==> src/rtl/clkdiv_multi.sv <==
// Multi-channel programmable clock divider / clock-enable generator.
// Define CLKDIV_SYNC_LOAD_EN to defer divisor loads to each channel's next terminal count.
module clkdiv_multi #(
  parameter int NCH      = 4,
  parameter int CNT_W    = 16,
  parameter int DIV_INIT = 4
) (
  input  logic             clk,
  input  logic             reset,
  input  logic [NCH-1:0]   en,
  input  logic             wr_en,
  input  logic [3:0]       wr_ch,
  input  logic [CNT_W-1:0] wr_data,
  output logic             wr_ack,
  output logic             wr_err,
  input  logic [3:0]       rd_ch,
  output logic [CNT_W-1:0] rd_data,
  output logic [NCH-1:0]   div_out,
  output logic [NCH-1:0]   tick
);

  localparam logic [4:0]       NCH_L    = 5'(NCH);
  localparam logic [CNT_W-1:0] HALF_RST = CNT_W'(DIV_INIT);

  logic [CNT_W-1:0] half_q [NCH];
  logic [CNT_W-1:0] half_d [NCH];
  logic [CNT_W-1:0] cnt_q  [NCH];
  logic [CNT_W-1:0] cnt_d  [NCH];
  logic [NCH-1:0]   div_q, div_d;
  logic [NCH-1:0]   tick_q, tick_d;
  logic             wr_ack_q, wr_ack_d;
  logic             wr_err_q, wr_err_d;
`ifdef CLKDIV_SYNC_LOAD_EN
  logic [CNT_W-1:0] pend_q [NCH];
  logic [CNT_W-1:0] pend_d [NCH];
  logic [NCH-1:0]   pend_v_q, pend_v_d;
`endif

  logic wr_ok;
  assign wr_ok    = wr_en && ({1'b0, wr_ch} < NCH_L);
  assign wr_ack_d = wr_ok;
  assign wr_err_d = wr_en && ({1'b0, wr_ch} >= NCH_L);

  always_comb begin
    // NOTE: every always_comb target gets a default first, so no path leaves it unassigned and infers a latch.
    half_d = half_q;
    cnt_d  = cnt_q;
    div_d  = div_q;
    tick_d = '0;
`ifdef CLKDIV_SYNC_LOAD_EN
    pend_d   = pend_q;
    pend_v_d = pend_v_q;
`endif
    for (int i = 0; i < NCH; i++) begin
`ifdef CLKDIV_SYNC_LOAD_EN
      if (en[i]) begin
        if (cnt_q[i] == half_q[i]) begin
          cnt_d[i]  = '0;
          div_d[i]  = ~div_q[i];
          tick_d[i] = 1'b1;
          if (pend_v_q[i]) begin
            half_d[i]   = pend_q[i];
            pend_v_d[i] = 1'b0;
          end
        end else begin
          cnt_d[i] = cnt_q[i] + CNT_W'(1);
        end
      end
      // Placed after the terminal handling so a write on a terminal edge stays pending.
      if (wr_ok && wr_ch == 4'(i)) begin
        pend_d[i]   = wr_data;
        pend_v_d[i] = 1'b1;
      end
`else
      // An immediate load restarts the half-period and suppresses that edge's toggle.
      if (wr_ok && wr_ch == 4'(i)) begin
        half_d[i] = wr_data;
        cnt_d[i]  = '0;
      end else if (en[i]) begin
        if (cnt_q[i] == half_q[i]) begin
          cnt_d[i]  = '0;
          div_d[i]  = ~div_q[i];
          tick_d[i] = 1'b1;
        end else begin
          cnt_d[i] = cnt_q[i] + CNT_W'(1);
        end
      end
`endif
    end
  end

  always_comb begin
    rd_data = '0;
    for (int i = 0; i < NCH; i++) begin
      if (rd_ch == 4'(i)) rd_data = half_q[i];
    end
  end

  // NOTE: these per-channel arrays are architectural state, not RAM, so they are reset like any other flop.
  always_ff @(posedge clk) begin
    if (reset) begin
      for (int i = 0; i < NCH; i++) begin
        half_q[i] <= HALF_RST;
        cnt_q[i]  <= '0;
`ifdef CLKDIV_SYNC_LOAD_EN
        pend_q[i] <= '0;
`endif
      end
`ifdef CLKDIV_SYNC_LOAD_EN
      pend_v_q <= '0;
`endif
      div_q    <= '0;
      tick_q   <= '0;
      wr_ack_q <= 1'b0;
      wr_err_q <= 1'b0;
    end else begin
      // NOTE: non-blocking assignments here so every flop samples its _d from before this edge.
      half_q   <= half_d;
      cnt_q    <= cnt_d;
`ifdef CLKDIV_SYNC_LOAD_EN
      pend_q   <= pend_d;
      pend_v_q <= pend_v_d;
`endif
      div_q    <= div_d;
      tick_q   <= tick_d;
      wr_ack_q <= wr_ack_d;
      wr_err_q <= wr_err_d;
    end
  end

  assign div_out = div_q;
  assign tick    = tick_q;
  assign wr_ack  = wr_ack_q;
  assign wr_err  = wr_err_q;

endmodule

==> config.mk <==
export PLATFORM = sky130hd
export DESIGN_NAME = clkdiv_multi
export DESIGN_NICKNAME = d
export VERILOG_FILES = /design/src/rtl/clkdiv_multi.sv
export SDC_FILE = /design/constraint.sdc
export NUM_CORES = 1
export LEC_CHECK = 0
export CAP_MARGIN = 20
export CORE_ASPECT_RATIO = 0.7
export CORE_UTILIZATION = 55
export DETAILED_ROUTE_END_ITERATION = 12
export PLACE_DENSITY = 0.76
export SYNTH_ARGS = -nofsm -noshare
export SYNTH_HDL_FRONTEND = slang
export SYNTH_SLANG_ARGS = --single-unit
export TNS_END_PERCENT = 30
==> constraint.sdc <==
create_clock -name clk -period 2.8 [get_ports clk]
set_clock_uncertainty 0.15 [all_clocks]
set_input_delay 0.7 -clock clk [delete_from_list [all_inputs] [get_ports clk]]
set_output_delay 0.7 -clock clk [all_outputs]
set_load 0.01 [all_outputs]
==> run metrics <==
Lkg Pwr 3.21 nW; num rows 33; Yosys top cell area share 0.416; Initial Util 0.566; die width ~130 um; Core Util, Final 0.689; clock root cell clkbuf_16; synth top area cells dfxtp_1 42%, xor2_1 12%, nand2_1 7.2%; worst hold margin between 0.3 and 0.4 ns; remaining antenna violation count after routing 0; layout cell share with drive strength beyond 1 0.110; top_reg_cell synth dfxtp_1; final non-filler cell total approximately 980; Syn. warnings 0; Setup CP Type in2out; Fmax 0.357 GHz; Yosys reg bits roughly 140; GR Overflow Total 0; Worst-Skew Late Latency 0.41 ns; Hold Path Class reg2reg; Post-synth EDFFs 0; final setup vio count 0; Seq/Total Area, Yosys 0.416; TritonCTS Buffers 17; Die Height 93.9 um; via count 5,732; CTS tree built; CTS sink cnt 138; VDD IR-drop max 0.496 mV; vias in the first global route 5,496; CP max FO 8; worst-margin pin slew between 0.8 and 0.9 ns; first-pass GRT wire length 28.7 mm; synthesized area 6630 um2; max_cap viols 0; DP Cell Count 950; antenna fix cells 0; Final min period 2.80 ns; leading area contributor after synthesis dfxtp_1; Syn-to-layout area delta 21.8%; post-DP HPWL 12.9 mm; Max Slew Vio Count 0; Nets 853; initial antenna violation count 0; DR vias/cell between 5 and 6; fraction of registers with async set/reset 0; Critical Path AT 1.95 ns; Layout fillers 904; Synth Area per Inst 8.83 um2; final critical-path share of the clock period 1.00; I/O Buffers 56; post-synth cell types 41; worst endpoint required time slightly below 2 ns; hold_buf cts 0; clk slew on worst S/H paths 0.05 ns; status finished clean; Hold Fails Final Rpt 0; 1st-iter DRT viols 601; largest net degree at the start of global routing 46; Synthesized Nets 786; Cells after Synth 751; overall routing resource usage 0.299; # DRC 0; setup repair after global routing missed its margin yes; Routed wire per std cell 18.3 um; Worst setup SP type primary input; final instance area 8080 um2; Pre-Repair DR Iteration Count 5; Ports 57; H-tree depth 4; Post-DP Area 7450 um2; max_slew headroom 0.433; Core Area 11,700 um2; die area 12,500 um2; Pwr per Cell Area 554 nW/um2; DRT Wirelength 18.0 mm; Placer Congestion slightly below 0.9; Crit. End Element output port; Clock Path Buffers 2
==> routing by layer <==
layer	vias up	global-route usage	share of wire
li1	2697	-	-
met1	2737	0.392	0.44
met2	250	0.476	0.47
met3	48	0.0626	0.066
met4	0	0.138	0.025
met5	-	0	0
==> where the power goes <==
part / switching, mW / internal (mW) / total (mW)
sequential: 0.0374 / 1.99 / 2.03
combinational: 0.163 / 0.149 / 0.313
clock: 0.769 / 1.36 / 2.13
total: 0.970 / 3.50 / 4.47
==> worst max-delay path, cell delays in order <==
cell	delay, ns
clkdlybuf4s50_1	0.40
or2_4	0.28
buf_4	0.17
nor2b_1	0.13
clkdlybuf4s15_1	0.26
==> timing repair <==
item | 4_1_cts | 5_1_grt
gates cloned | 2 | 0
resized for setup | 30 | 17
endpoints found under the setup margin | 16 | 13
buffers inserted | 4 | 0
==> layout by cell type, fill, tap and decap left out, types with 5 or more instances in the layout <==
cell / netlist / routed
nand2_1: 128 / 128
buf_12: 0 / 5
clkdlybuf4s15_1: 0 / 8
clkdlybuf4s50_1: 0 / 37
xor2_1: 91 / 91
nor2b_1: 21 / 20
clkbuf_2: 0 / 6
buf_4: 0 / 19
clkbuf_8: 0 / 7
nand3b_1: 12 / 12
xnor2_1: 23 / 23
a31oi_1: 6 / 6
mux4_2: 16 / 16
mux2i_1: 15 / 15
dfxtp_1: 138 / 138
inv_1: 8 / 8
nor4_1: 13 / 13
nor3_1: 13 / 13
nor2_1: 82 / 82
a21oi_1: 55 / 55
nand4_1: 16 / 16
nand3_1: 23 / 23
clkbuf_16: 0 / 17
and3_1: 12 / 12
==> layout make-up <==
class / instances / area [um2] / share of cell area
Multi-Input combinational cell: 569 / 3690 / 0.456
Sequential cell: 138 / 2760 / 0.342
Timing Repair Buffer: 83 / 837 / 0.104
Clock buffer: 25 / 526 / 0.0651
Tap cell: 157 / 196 / 0.0243
Clock inverter: 2 / 35.0 / 0.00434
Inverter: 9 / 33.8 / 0.00418
==> flip-flops by register name, indices dropped and copies added, names as in the netlist <==
name,cells
half_q,64
wr_ack,1
div_out,4
wr_err,1
tick,4
cnt_q,64
==> Yosys cell counts, types with 4 or more instances <==
library cell	n
dfxtp_1	138
nand2_1	128
xor2_1	91
nor2_1	82
a21oi_1	55
nand3_1	23
xnor2_1	23
clkbuf_1	21
nor2b_1	21
mux4_2	16
nand4_1	16
mux2i_1	15
nor3_1	13
nor4_1	13
and3_1	12
buf_2	12
nand3b_1	12
inv_1	8
a31oi_1	6
ha_1	4
nand4_2	4
nand4b_1	4
nor4_2	4
o31ai_1	4
or4_1	4
==> metrics by stage <==
step                power, mW  TNS, ns  setup slack (ns)
floorplan                2.22        0            0.0493
global placement         2.35    -9.10            -0.589
detailed placement       2.36    -9.50            -0.626
CTS                      4.47        0         0.0000617
global route             4.60  -0.0315           -0.0315
finish                   4.47        0          0.000254
==> cell families after synthesis <==
group,Yosys count,synth area share
AND/OR/NAND/NOR,348,0.259
XOR/XNOR,114,0.151
adder cells (fa/ha/maj),4,0.00754
buffers and inverters,44,0.0294
AO/OA/AOI/OAI,72,0.0602
multiplexers,31,0.0770
flip-flops,138,0.416
==> final timing paths <==
check / startpoint / end / slack, ns / depth (start not counted)
setup / recovery: rd_ch[3] / rd_data[4] / 0.0003 / 5
hold / removal: div_out[0] / div_out[0] / 0.33 / 2
setup reg to reg: cnt_q[8] / cnt_q[12] / 0.44 / 5
hold reg to reg: div_out[0] / div_out[0] / 0.33 / 2
Note: power is estimated with default switching activity, not from simulation.
